## config.mk

```make
export PLATFORM = sky130hd
export DESIGN_NAME = serial_addsub_flat
export DESIGN_NICKNAME = d
export VERILOG_FILES = /design/src/rtl/serial_addsub_pkg.sv /design/src/rtl/serial_addsub_if.sv /design/src/rtl/serial_addsub_fa.sv /design/src/rtl/serial_addsub.sv /design/src/flat_wrapper.sv
export SDC_FILE = /design/constraint.sdc
export NUM_CORES = 1
export LEC_CHECK = 0
export ABC_AREA = 0
export BUFFER_PORTS_ARGS = -buffer_cell sky130_fd_sc_hd__buf_2
export CELL_PAD_IN_SITES_DETAIL_PLACEMENT = 0
export CELL_PAD_IN_SITES_GLOBAL_PLACEMENT = 2
export CORE_MARGIN = 2
export CORE_UTILIZATION = 25
export DETAILED_ROUTE_END_ITERATION = 10
export PLACE_DENSITY = 0.68
export SLEW_MARGIN = 10
export SYNTH_ARGS = -nofsm -noshare
export SYNTH_HDL_FRONTEND = slang
export SYNTH_HIERARCHICAL = 1
export SYNTH_SLANG_ARGS = --single-unit
export TNS_END_PERCENT = 20
```

## constraint.sdc

```tcl
create_clock -name clk -period 7.15 [get_ports clk]
set_input_delay 0.3575 -clock clk [delete_from_list [all_inputs] [get_ports clk]]
set_output_delay 0.3575 -clock clk [all_outputs]
set_load 0.005 [all_outputs]
```

## src/rtl/serial_addsub_pkg.sv

```systemverilog
// Shared constants for the digit-serial adder/subtractor: FSM encoding and
// the digit-count helper used to size the counter and operand views.
package serial_addsub_pkg;

  localparam logic [1:0] S_IDLE = 2'd0;
  localparam logic [1:0] S_RUN  = 2'd1;
  localparam logic [1:0] S_DONE = 2'd2;

  function automatic int ndigits(input int width, input int digit);
    return width / digit;
  endfunction

endpackage

```

## src/rtl/serial_addsub_if.sv

```systemverilog
// Request/response bundle for serial_addsub: start handshake, operands, results.
interface serial_addsub_if #(parameter int WIDTH = 8);
  logic             start_valid;
  logic             start_ready;
  logic [WIDTH-1:0] a;
  logic [WIDTH-1:0] b;
  logic             cin;
  logic             sub;
  logic [WIDTH-1:0] sum;
  logic             cout;
  logic             ovf;
  logic             busy;
  logic             done;

  modport master (
    output start_valid, a, b, cin, sub,
    input  start_ready, sum, cout, ovf, busy, done
  );

  modport slave (
    input  start_valid, a, b, cin, sub,
    output start_ready, sum, cout, ovf, busy, done
  );
endinterface

```

## src/rtl/serial_addsub_fa.sv

```systemverilog
// Single-bit full adder; chained DIGIT-deep inside serial_addsub.
module fa_cell (
  input  logic a,
  input  logic b,
  input  logic cin,
  output logic s,
  output logic cout
);
  assign s    = a ^ b ^ cin;
  assign cout = (a & b) | (cin & (a ^ b));
endmodule

```

## src/rtl/serial_addsub.sv

```systemverilog
// Digit-serial add/subtract: processes DIGIT bits per cycle LSB-first through a
// ripple of fa_cells; results are published only on the edge entering DONE.
module serial_addsub
  import serial_addsub_pkg::*;
#(
  parameter int WIDTH = 8,
  parameter int DIGIT = 1
) (
  input  logic            clk,
  input  logic            rst,
  serial_addsub_if.slave  io
);
  localparam int ND = ndigits(WIDTH, DIGIT);
  localparam int CW = $clog2(ND + 1);
  localparam int IW = (ND > 1) ? $clog2(ND) : 1;

  logic [1:0]                 state;
  logic [CW-1:0]              cnt;
  logic                       carry;
  logic [ND-1:0][DIGIT-1:0]   a_r, b_r, res_r, res_nxt;
  logic [WIDTH-1:0]           sum_r;
  logic                       cout_r, ovf_r;
  logic [IW-1:0]              idx;
  logic [DIGIT-1:0]           s;
  logic [DIGIT:0]             c;
  logic                       last;

  assign idx  = cnt[IW-1:0];
  assign last = (cnt == CW'(ND - 1));
  assign c[0] = carry;

  genvar i;
  generate
    for (i = 0; i < DIGIT; i++) begin : g_fa
      fa_cell u_fa (
        .a    (a_r[idx][i]),
        .b    (b_r[idx][i]),
        .cin  (c[i]),
        .s    (s[i]),
        .cout (c[i+1])
      );
    end
  endgenerate

  always_comb begin
    res_nxt      = res_r;
    res_nxt[idx] = s;
  end

  // Subtraction is A + ~B + ~borrow, so the B inversion and carry seed happen at accept.
  always_ff @(posedge clk or posedge rst) begin
    if (rst) begin
      state  <= S_IDLE;
      cnt    <= '0;
      carry  <= 1'b0;
      a_r    <= '0;
      b_r    <= '0;
      res_r  <= '0;
      sum_r  <= '0;
      cout_r <= 1'b0;
      ovf_r  <= 1'b0;
    end else begin
      case (state)
        S_IDLE: begin
          if (io.start_valid) begin
            a_r   <= io.a;
            b_r   <= io.sub ? ~io.b : io.b;
            carry <= io.sub ^ io.cin;
            cnt   <= '0;
            state <= S_RUN;
          end
        end
        S_RUN: begin
          res_r <= res_nxt;
          carry <= c[DIGIT];
          cnt   <= cnt + CW'(1);
          if (last) begin
            sum_r  <= res_nxt;
            cout_r <= c[DIGIT];
            ovf_r  <= c[DIGIT] ^ c[DIGIT-1];
            state  <= S_DONE;
          end
        end
        S_DONE:  state <= S_IDLE;
        default: state <= S_IDLE;
      endcase
    end
  end

  assign io.start_ready = (state == S_IDLE);
  assign io.busy        = (state == S_RUN);
  assign io.done        = (state == S_DONE);
  assign io.sum         = sum_r;
  assign io.cout        = cout_r;
  assign io.ovf         = ovf_r;

endmodule

```

## src/flat_wrapper.sv

```systemverilog
// flat-port wrapper written by rule: the top's interface ports become plain ports
module serial_addsub_flat import serial_addsub_pkg::*;
#(
  parameter int WIDTH = 8,
  parameter int DIGIT = 1
)
  (clk, rst, io_start_valid, io_a, io_b, io_cin, io_sub, io_start_ready, io_sum, io_cout, io_ovf, io_busy, io_done);
  serial_addsub_if #(.WIDTH(WIDTH)) io_i ();
  input  logic clk;
  input  logic rst;
  input wire logic [$bits(io_i.start_valid)-1:0] io_start_valid;
  input wire logic [$bits(io_i.a)-1:0] io_a;
  input wire logic [$bits(io_i.b)-1:0] io_b;
  input wire logic [$bits(io_i.cin)-1:0] io_cin;
  input wire logic [$bits(io_i.sub)-1:0] io_sub;
  output wire logic [$bits(io_i.start_ready)-1:0] io_start_ready;
  output wire logic [$bits(io_i.sum)-1:0] io_sum;
  output wire logic [$bits(io_i.cout)-1:0] io_cout;
  output wire logic [$bits(io_i.ovf)-1:0] io_ovf;
  output wire logic [$bits(io_i.busy)-1:0] io_busy;
  output wire logic [$bits(io_i.done)-1:0] io_done;
  assign io_i.start_valid = io_start_valid;
  assign io_i.a = io_a;
  assign io_i.b = io_b;
  assign io_i.cin = io_cin;
  assign io_i.sub = io_sub;
  assign io_start_ready = io_i.start_ready;
  assign io_sum = io_i.sum;
  assign io_cout = io_i.cout;
  assign io_ovf = io_i.ovf;
  assign io_busy = io_i.busy;
  assign io_done = io_i.done;
  serial_addsub #(.WIDTH(WIDTH), .DIGIT(DIGIT)) u_core (.clk(clk), .rst(rst), .io(io_i));
endmodule
```

==> results.ini, run 1 <==
[status]
status = completed

[logic_synthesis]
synth_cell_types = 36
yosysTopAreaCellShare_pct = 48.66
async_flop_share_pct = 100.0
syn_area_mm2 = 0.002108
ys_seq_area_share_pct = 48.66
synth.avg_cell_area_um2 = 11.04
synth_fp_nets = 214
synth-edff-count = 0
synth_seq_cells = 41
synthTopCellsByArea = dfrtp_1 49%, mux2_2 6.9%, nand2_1 6.4%
yosys_warnings = 6
synth_commonest_cells = 41 x dfrtp_1, 36 x nand2_1, 13 x mux2_2
synthFlopType = dfrtp_1
yosysMostFrequentCell = dfrtp_1
netlist_instances = 191
synth_area_leader_cell = dfrtp_1

[drt]
via_count = 1390
post_drt_wl_per_cell_um = 12.68
ant_nets = 0
vias_per_cell = 4.277
drt_first_pass_iters = 4
first_iter_violations = 99
routed_wl_um = 4120
drc_errors = 0

[setup_path]
path_delay_family = multiplexers
path_buf_inv = 0
critPathCaptureType = flip-flop
start_kind = flip-flop
arrival_ns = 3.38
cp_cell_sequence = mux4_1 -> mux2_2 -> fa_1 -> mux2_1 -> mux2_2
path_class = reg -> reg
crit_slowest_cell = dfrtp_1
critical_path.max_stage_delay_ns = 0.86
worstPathRequired_ns = 7.33
cp_max_fo = 23
cp_common_cell = mux2_2

[global_routing]
grt_pass1_wl_um = 7134
track_usage_pct = 10.13
gr-total-overflow = 0
grt_max_degree = 42
grt_pass1_vias = 1469
antenna_found_initial = 0

[die]
die_w_um = 95.83
core.rowCount = 33
start_util_pct = 25.79
num_io_pins = 34
die_area_mm2 = 0.009183
die_h_um = 95.83
core_mm2 = 0.008175

[sta]
fin_crit_ns = 3.197
rsz0062_at_grt = false
fin_worst_skew_ns = 0.007756
slew_violations = 0
worst_pin_slew_ns = 1.050
fin_setup_tns_ns = 0
slew_headroom_pct = 29.64
holdWs_ns = 0.1880
finalHoldViolCount = 0
final.period_utilization_pct = 44.71
fmax_ghz = 0.3128
report.final.setup_viol = 0

[cts]
clockRootBuffer = clkbuf_8
hold_buffers = 0
cts_tree = built
max-clock-path-buffers = 2
cts-htree-levels = 2
clk_latency_ns = 0.29
clk_transition_reported_paths_ns = 0.08
cts.sinks = 41
cts_setup_buffers = 0
ctsResizeCount = 0
cts_buffers = 5

[final_layout]
final_core_util_pct = 29.94
drive_above_1_share_pct = 27.73
fin_nets = 242
num_antenna_cells = 0
area_growth_pct = 16.08
fin_area_mm2 = 0.002447

[power_and_ir_drop]
p_seq_share_pct = 40.3
internal_power_w = 0.0007002
clock_power_share_pct = 17.2
p_sw_w = 0.0004247
p_per_area_mw_per_mm2 = 459.6
power_leakage_nw = 1.125
comb_power_share_pct = 42.6
irDropWorstVdd_uv = 161.2
p_sw_share_pct = 37.75

[worst_hold_path]
min_path_type = in -> async

[flow_run]
maxCapViolations = 0

[placement]
placed_area_mm2 = 0.002331
gp_congestion = 0.6902
hpwl_um = 2762
port_buffers = 33

[layer usage]
metal	vias to the layer above	track usage [%]	part of all wire, %
met5	-	0	0
li1	705	-	-
met3	4	2.741	4.8
met2	30	15.85	46
met4	0	2.857	0.95
met1	651	13.78	49
[final cells by class]
class	count	area (µm²)
Sequential cell	41	1026
Inverter	4	15.01
Clock buffer	7	86.33
Timing Repair Buffer	35	180.2
Tap cell	105	131.4
Fill cell	896	5728
Multi-Input combinational cell	132	978.4
Clock inverter	1	30.03
[through the flow]
step / total power [W] / cells / worst slack, ns
final: 0.001125 / 325 / 3.953
after CTS: 0.001152 / 325 / 3.909
after floorplan: 0.0008318 / 191 / 4.560
after detailed placement: 0.0009534 / 317 / 3.929
after global placement: 0.0009473 / 317 / 3.970
after global routing: 0.001240 / 325 / 3.748
[layout by cell type, fill, tap and decap left out]
cell type  instances
mux4_1             2
mux2i_1            3
dfrtp_1           41
nor3b_1            4
inv_1              4
ha_1               1
fa_1               1
xor2_1             2
clkbuf_8           6
nor2b_1            1
nand2_1           36
nor4_2             1
mux2_4             3
buf_2             33
o21ai_1            8
a22oi_1            1
or3b_1             1
a21oi_1            2
mux2_2            13
mux2_1            12
buf_4              2
a21o_1             1
nand2b_1           3
o221ai_1           1
a31oi_1            1
clkbuf_1           1
nor2_1             4
nand3_1            4
or3_1              1
o21ai_0            5
bufinv_16          1
xnor2_1            8
nor3_2             1
nand2_4            1
nand3b_1           6
nor3_1             5
[final timing paths]
kind,startpoint,end,slack [ns],cells after the start
max,u_core/cnt[0]$_DFFE_PP0P_,u_core/io.sum[7]$_DFFE_PP0P_,3.95,5
min,rst,u_core/a_r[6]$_DFFE_PP0P_,0.19,3
max reg2reg,u_core/cnt[0]$_DFFE_PP0P_,u_core/io.sum[7]$_DFFE_PP0P_,3.95,5
min reg2reg,u_core/a_r[3]$_DFFE_PP0P_,u_core/a_r[3]$_DFFE_PP0P_,0.48,2
max in group asynchronous,rst,u_core/io.sum[1]$_DFFE_PP0P_,6.58,3
min in group clk,io_a[7],u_core/a_r[7]$_DFFE_PP0P_,0.25,3
[registers in the layout, indices dropped and copies added (netlist names)]
register / cells
u_core/state: 2
u_core/b_r: 8
u_core/a_r: 8
u_core/io.ovf: 1
u_core/res_r: 8
u_core/carry: 1
u_core/io.cout: 1
u_core/io.sum: 8
u_core/cnt: 4
[power groups by stage]
| stage | Sequential, W | Combinational, W | Clock, W |
|---|---|---|---|
| detailed placement | 0.000459 | 0.000494 | 0 |
| CTS | 0.000455 | 0.000497 | 0.000200 |
| global placement | 0.000459 | 0.000488 | 0 |
| floorplan | 0.000397 | 0.000435 | 0 |
| global route | 0.000475 | 0.000556 | 0.000209 |
| finish | 0.000453 | 0.000479 | 0.000193 |
[worst reg2reg max path, stage by stage (launching register included)]
cell,delay (ns)
dfrtp_1,0.86
mux4_1,0.65
mux2_2,0.29
fa_1,0.66
mux2_1,0.37
mux2_2,0.26
[cells by family (layout without fill, tap and decap cells)]
group | Yosys count | after routing | share of synthesized area [%]
muxes | 33 | 33 | 19.41
xor gates and xnor gates | 10 | 10 | 4.155
AOI/OAI and AO/OA | 19 | 19 | 4.986
DFF | 41 | 41 | 48.66
adders and majority gates | 2 | 2 | 1.543
and+or+nand+nor | 68 | 68 | 16.32
buffers and inverters | 18 | 47 | 4.925
Note: power is estimated with default switching activity, not from simulation.
==> run 2, diff against run 1 <==
--- a/config.mk
+++ b/config.mk
@@ -5,14 +5,14 @@
 export SDC_FILE = /design/constraint.sdc
 export NUM_CORES = 1
 export LEC_CHECK = 0
-export ABC_AREA = 0
+export ABC_AREA = 1
 export BUFFER_PORTS_ARGS = -buffer_cell sky130_fd_sc_hd__buf_2
 export CELL_PAD_IN_SITES_DETAIL_PLACEMENT = 0
 export CELL_PAD_IN_SITES_GLOBAL_PLACEMENT = 2
 export CORE_MARGIN = 2
 export CORE_UTILIZATION = 25
 export DETAILED_ROUTE_END_ITERATION = 10
-export PLACE_DENSITY = 0.68
+export PLACE_DENSITY = 0.76
 export SLEW_MARGIN = 10
 export SYNTH_ARGS = -nofsm -noshare
 export SYNTH_HDL_FRONTEND = slang
==> constraint.sdc (replaced) <==
create_clock -name clk -period 2.83 [get_ports clk]
set_input_delay 0.1415 -clock clk [delete_from_list [all_inputs] [get_ports clk]]
set_output_delay 0.1415 -clock clk [all_outputs]
set_load 0.005 [all_outputs]
==> run 2 against run 1 <==
- the flow now finishes with violations (negative hold slack)
- final area decreased by 1.5%
- power increased by 140%
- wire length increased by 12%
- clock skew increased by 0.00077 ns
- sequential share of layout area increased by 0.65 points
- count of clock-buffer cells in the layout decreased by 2
- via count increased by 22%
- combinational power increased by 140%
- largest power group unchanged
- hold slack got worse by 0.20 ns
- synthesized cell count increased by 38%
==> results.ini, run 2 <==
[status]
status = complete, but fails checks
failed_checks = negative hold slack

[die]
die_h_um = 94.57  ; -1.3%
core_mm2 = 0.008093  ; -1.0%
die_area_mm2 = 0.008943  ; -2.6%
num_io_pins = 34  ; unchanged
die_w_um = 94.57  ; -1.3%
core.rowCount = 33  ; unchanged
start_util_pct = 25.34  ; -0.45 points

[global_routing]
grt_pass1_wl_um = 7955  ; +12%
grt_pass1_vias = 1608  ; +9.5%
antenna_found_initial = 0  ; unchanged
grt_max_degree = 27  ; -36%
gr-total-overflow = 0  ; unchanged
track_usage_pct = 11.35  ; +1.2 points

[logic_synthesis]
synth-edff-count = 0  ; unchanged
synthTopCellsByArea = dfrtp_1 50%, nand2_1 23%, nand3_1 5.1%
synth_area_leader_cell = dfrtp_1
synth_seq_cells = 41  ; unchanged
synth_fp_nets = 286  ; +34%
synth.avg_cell_area_um2 = 7.797  ; -29%
synth_commonest_cells = 124 x nand2_1, 41 x dfrtp_1, 21 x nand3_1
yosysTopAreaCellShare_pct = 50.03  ; +1.4 points
synthFlopType = dfrtp_1
ys_seq_area_share_pct = 50.03  ; +1.4 points
async_flop_share_pct = 100.0  ; unchanged
syn_area_mm2 = 0.002051  ; -2.7%
synth_cell_types = 20  ; -44%
netlist_instances = 263  ; +38%
yosys_warnings = 6  ; unchanged
yosysMostFrequentCell = nand2_1

[flow_run]
maxCapViolations = 0  ; unchanged

[sta]
rsz0062_at_grt = false
worst_pin_slew_ns = 0.8110  ; -0.2387 ns
fin_worst_skew_ns = 0.008525  ; +0.0007688 ns
fmax_ghz = 0.4302  ; +38%
slew_headroom_pct = 45.87  ; +16 points
holdWs_ns = -0.01012  ; -0.1981 ns
final.period_utilization_pct = 82.13  ; +37 points
slew_violations = 0  ; unchanged
fin_crit_ns = 2.324  ; -0.8728 ns
finalHoldViolCount = 15  ; +15
report.final.setup_viol = 0  ; unchanged
fin_setup_tns_ns = 0  ; unchanged

[cts]
clk_latency_ns = 0.30  ; about the same
ctsResizeCount = 0  ; unchanged
clockRootBuffer = clkbuf_8
clk_transition_reported_paths_ns = 0.09  ; about the same
cts.sinks = 41  ; unchanged
cts_tree = built
cts-htree-levels = 2  ; unchanged
cts_buffers = 5  ; unchanged
hold_buffers = 0  ; unchanged
cts_setup_buffers = 0  ; unchanged
max-clock-path-buffers = 2  ; unchanged

[final_layout]
num_antenna_cells = 0  ; unchanged
layout_commonest_cell = nand2_1
fin_nets = 317  ; +31%
area_growth_pct = 17.51
drive_above_1_share_pct = 19.66  ; -8.1 points
final_cell_mix = 124 x nand2_1, 41 x dfrtp_1, 33 x buf_2
final_core_util_pct = 29.78  ; -0.16 points

[power_and_ir_drop]
power_w = 0.002683  ; +140%
irDropWorstVdd_uv = 264.9  ; +64%
power_leakage_nw = 1.275  ; +13%
p_per_area_mw_per_mm2 = 1113  ; +140%

[setup_path]
crit_slowest_cell = dfrtp_1
cp_max_fo = 11  ; -52%
worstPathRequired_ns = 2.99  ; -4.34 ns
path_class = reg -> reg
cp_cell_sequence = inv_2 -> nor2_2 -> nand2_1 -> nor2_1 -> nor2_1 -> nand2_1 -> fa_1 -> inv_1 -> nand3_1 -> nand3_1 -> o21ai_1
critical_path.max_stage_delay_ns = 0.61  ; -0.25 ns
arrival_ns = 2.49  ; -0.89 ns
start_kind = flip-flop
critPathCaptureType = flip-flop

[drt]
first_iter_violations = 77  ; -22%
drt_first_pass_iters = 4  ; unchanged
post_drt_wl_per_cell_um = 11.50  ; -9.3%
ant_nets = 0  ; unchanged
via_count = 1698  ; +22%
routed_wl_um = 4600  ; +12%
drc_errors = 0  ; unchanged
vias_per_cell = 4.245  ; -0.75%

[worst_hold_path]
min_path_type = in -> async

[placement]
port_buffers = 33  ; unchanged
gp_congestion = 0.7813  ; +13%
hpwl_um = 3402  ; +23%

[run 2: cell count changes after synthesis, sizes merged, moves of 4 or more]
| cell | change |
|---|---|
| inv | +11 |
| mux2 | -28 |
| nand2 | +88 |
| nand3 | +17 |
| nand3b | -6 |
| nand4 | +5 |
| nor2 | +8 |
| nor3 | -5 |
| nor3b | -4 |
| o21ai | +5 |
[run 2: final timing paths]
kind	slack (ns)	cells past startpoint	end	from
worst max-delay path	0.51	11	u_core/res_r[1]$_DFFE_PP0P_	u_core/cnt[2]$_DFFE_PP0P_
worst min-delay path	-0.01	2	u_core/res_r[3]$_DFFE_PP0P_	rst
worst max register to register	0.51	11	u_core/res_r[1]$_DFFE_PP0P_	u_core/cnt[2]$_DFFE_PP0P_
worst min register to register	0.48	2	u_core/io.cout$_DFFE_PP0P_	u_core/io.cout$_DFFE_PP0P_
max in group asynchronous	2.05	3	u_core/a_r[0]$_DFFE_PP0P_	rst
min in group clk	0.04	3	u_core/a_r[6]$_DFFE_PP0P_	io_a[6]
[run 2: cell families after synthesis]
| kind of cell | Yosys count | share of synthesized area, % |
|---|---|---|
| buffers and inverters | 27 | 6.406 |
| xor gates and xnor gates | 11 | 4.698 |
| adders and majority gates | 2 | 1.586 |
| and+or+nand+nor | 164 | 32.70 |
| AOI/OAI and AO/OA | 18 | 4.576 |
| DFF | 41 | 50.03 |
[run 2: worst max-delay path, delay by kind of cell, from the launching register on]
kind / cells / cell delay, ns
flops: 1 / 0.61
fa+ha+maj: 1 / 0.44
compound gates: 1 / 0.07
simple gates: 7 / 0.76
buf+inv: 2 / 0.33
[run 2: power breakdown]
part / switching (W) / total [W] / leakage [nW] / internal, W
Clock: 0.000215 / 0.000479 / 0.0543 / 0.000264
Sequential: 0.000205 / 0.00105 / 0.518 / 0.000846
Combinational: 0.000725 / 0.00115 / 0.703 / 0.000427
[run 2: layer usage]
layer	vias to the layer above	wire (µm)	track usage, %
li1	887	-	-
met1	782	2314	16.13
met2	27	2049	17.08
met3	2	202	2.634
met4	0	34	3.623
met5	-	0	0
[run 2: layout make-up]
class | instances | area, µm²
fill | 911 | 5683
sequential | 41 | 1026
multi-input combinational | 195 | 893.4
timing repair buffer | 36 | 187.7
tap | 105 | 131.4
clock buffer | 5 | 68.82
inverter | 15 | 56.30
clock inverter | 3 | 46.29
[run 2: stage by stage]
stage                     hold WS [ns]  area, µm²  cells  setup slack (ns)
final                         -0.01012       2410    400            0.5057
after global routing           0.02666       2410    400            0.2595
after CTS                      0.01534       2410    400            0.4566
after detailed placement        0.3384       2295    392            0.5011
after global placement          0.3371       2295    392            0.4954
after floorplan                 0.2511       2051    263            0.7915
==> run 3, diff against run 2 <==
==> constraint.sdc (replaced) <==
create_clock -name clk -period 1.98 [get_ports clk]
set_input_delay 0.099 -clock clk [delete_from_list [all_inputs] [get_ports clk]]
set_output_delay 0.099 -clock clk [all_outputs]
set_load 0.005 [all_outputs]
==> run 3 against run 2 <==
- the flow finishes with violations (negative setup slack)
- clock skew fell by 0.0044 ns
- core utilization increased by 2.6 points
- wire length up 3.6%
- sequential cell count unchanged
- first-iteration DRC count shrank 38%
- final cell count rose by 5.3%
- critical path type unchanged
==> results.ini, run 3 (same netlist as run 2, synthesis figures left out) <==
[die]
die_w_um = 94.57  ; unchanged
core_mm2 = 0.008093  ; unchanged
die_h_um = 94.57  ; unchanged
die_area_mm2 = 0.008943  ; unchanged
core.rowCount = 33  ; unchanged
start_util_pct = 25.34  ; unchanged
num_io_pins = 34  ; unchanged

[sta]
fin_ws_ns = -0.01263  ; -0.5184 ns
final.period_utilization_pct = 100.6  ; +19 points
slew_violations = 0  ; unchanged
rsz0062_at_grt = true
finalHoldViolCount = 0  ; -15
fin_worst_skew_ns = 0.004136  ; -0.004389 ns
report.final.setup_viol = 2  ; +2
fin_crit_ns = 1.993  ; -0.3316 ns
holdWs_ns = 0.01260  ; +0.02273 ns
fmax_ghz = 0.5018  ; +17%
worst_pin_slew_ns = 0.6230  ; -0.1880 ns
slew_headroom_pct = 58.42  ; +13 points

[setup_path]
critical_path.max_stage_delay_ns = 0.48  ; -0.13 ns
critPathCaptureType = flip-flop
worstPathRequired_ns = 2.17  ; -0.82 ns
cp_common_cell = nand2_1
path_class = reg -> reg
crit_slowest_cell = fa_2
arrival_ns = 2.18  ; -0.31 ns
start_kind = flip-flop
cp_cell_sequence = buf_6 -> nor2_4 -> nand2_1 -> nor2_1 -> nor2_2 -> nand2_2 -> fa_2 -> inv_4 -> nand4_1 -> nand3_1 -> nand2_1
worst-r2r-cell-count = 11  ; unchanged
cp_max_fo = 5  ; -6

[placement]
port_buffers = 33  ; unchanged
pre_cts_ws_ns = -0.07133  ; -0.5725 ns
placed_area_mm2 = 0.002407  ; +4.9%
placed_cells = 407  ; +3.8%
gp_congestion = 0.8067  ; +3.3%
hpwl_um = 3578  ; +5.2%

[power_and_ir_drop]
p_sw_share_pct = 42.14  ; -0.56 points
p_sw_w = 0.001752  ; +53%
comb_power_share_pct = 52.1  ; +9.2 points
irDropWorstVdd_uv = 447.9  ; +69%
p_per_area_mw_per_mm2 = 1588  ; +43%
p_seq_share_pct = 34.8  ; -4.4 points
internal_power_w = 0.002405  ; +56%
power_w = 0.004157  ; +55%
clock_power_share_pct = 13.1  ; -4.8 points
power_leakage_nw = 1.373  ; +7.7%

[global_routing]
grt_pass1_vias = 1690  ; +5.1%
grt_max_degree = 42  ; +56%
grt_pass1_wl_um = 8100  ; +1.8%
gr-total-overflow = 0  ; unchanged
track_usage_pct = 11.58  ; +0.24 points
antenna_found_initial = 0  ; unchanged

[final_layout]
layout_commonest_cell = nand2_1
fin_nets = 339  ; +6.9%
drive_above_1_share_pct = 27.53  ; +7.9 points
final_cell_mix = 119 x nand2_1, 39 x dfrtp_1, 33 x buf_2
fin_area_mm2 = 0.002618  ; +8.6%
area_growth_pct = 27.64
num_antenna_cells = 0  ; unchanged
final_cells = 421  ; +5.3%

[status]
failed_checks = negative setup slack
status = complete, but fails checks

[drt]
first_iter_violations = 48  ; -38%
drt_first_pass_iters = 4  ; unchanged
via_count = 1760  ; +3.7%
vias_per_cell = 4.181  ; -1.5%
routed_wl_um = 4766  ; +3.6%
ant_nets = 0  ; unchanged
post_drt_wl_per_cell_um = 11.32  ; -1.6%
drc_errors = 0  ; unchanged

[cts]
cts_buffers = 5  ; unchanged
cts_tree = built
clockRootBuffer = clkbuf_8
max-clock-path-buffers = 2  ; unchanged
clk_latency_ns = 0.29  ; about the same
clk_transition_reported_paths_ns = 0.07  ; -0.02 ns
cts.sinks = 41  ; unchanged
cts-htree-levels = 2  ; unchanged

[worst_hold_path]
min_path_type = in -> reg
hold_depth = 3

[flow_run]
maxCapViolations = 0  ; unchanged

-- run 3: worst paths after layout --
path / slack [ns] / from / endpoint
max in group asynchronous: 1.09 / rst / u_core/cnt[1]$_DFFE_PP0P_
hold / removal: 0.01 / io_a[5] / u_core/a_r[5]$_DFFE_PP0P_
setup reg to reg: -0.01 / u_core/cnt[1]$_DFFE_PP0P_ / u_core/io.sum[2]$_DFFE_PP0P_
min in group asynchronous: 0.49 / rst / u_core/state[1]$_DFFE_PP0P_
hold reg to reg: 0.47 / u_core/io.sum[2]$_DFFE_PP0P_ / u_core/io.sum[2]$_DFFE_PP0P_
setup / recovery: -0.01 / u_core/cnt[1]$_DFFE_PP0P_ / u_core/io.sum[2]$_DFFE_PP0P_
-- run 3: power by group through the flow --
stage,Sequential [W],Clock (W),Combinational [W]
2_1_floorplan,0.00141,0,0.00139
3_3_place_gp,0.00144,0,0.00195
3_5_place_dp,0.00145,0,0.00198
4_1_cts,0.00144,0.000579,0.00202
5_1_grt,0.00150,0.000610,0.00248
6_report,0.00145,0.000545,0.00217
-- run 3: final cells by class --
| cell class | count | area [µm²] |
|---|---|---|
| flip-flops and latches | 41 | 1028 |
| repair buffers | 58 | 377.9 |
| clock buffers | 7 | 86.33 |
| inverters | 15 | 61.31 |
| well taps | 105 | 131.4 |
| fillers | 943 | 5475 |
| multi-input cells | 195 | 932.1 |
-- run 3: metal layers --
layer / part of all wire (%) / GRT usage, %
met5: 0 / 0
met4: 1.7 / 4.227
met3: 4.3 / 2.793
met2: 44 / 17.86
met1: 50 / 15.81
-- run 3: through the flow --
step            TNS, ns  utilization [%]
2_1_floorplan         0                -
3_3_place_gp    -0.1821            29.75
3_5_place_dp    -0.2347            29.75
4_1_cts         -0.1335            31.51
5_1_grt          -1.512            32.34
6_report       -0.01299            32.34
-- run 3: what timing repair did --
item | in CTS | in global routing
cloned | 0 | 0
pin swaps | 2 | 19
hold endpoints to repair | 44 | 0
endpoints found under the setup margin | 9 | 17
setup buffers | 1 | 2
gates resized for setup | 3 | 17
hold buffers | 4 | 0
-- run 3: critical path, delay by kind of cell (launching register included) --
family | cells | cell delay (ns)
DFF | 1 | 0.45
and+or+nand+nor | 8 | 0.71
buffers and inverters | 2 | 0.24
adders and majority gates | 1 | 0.48
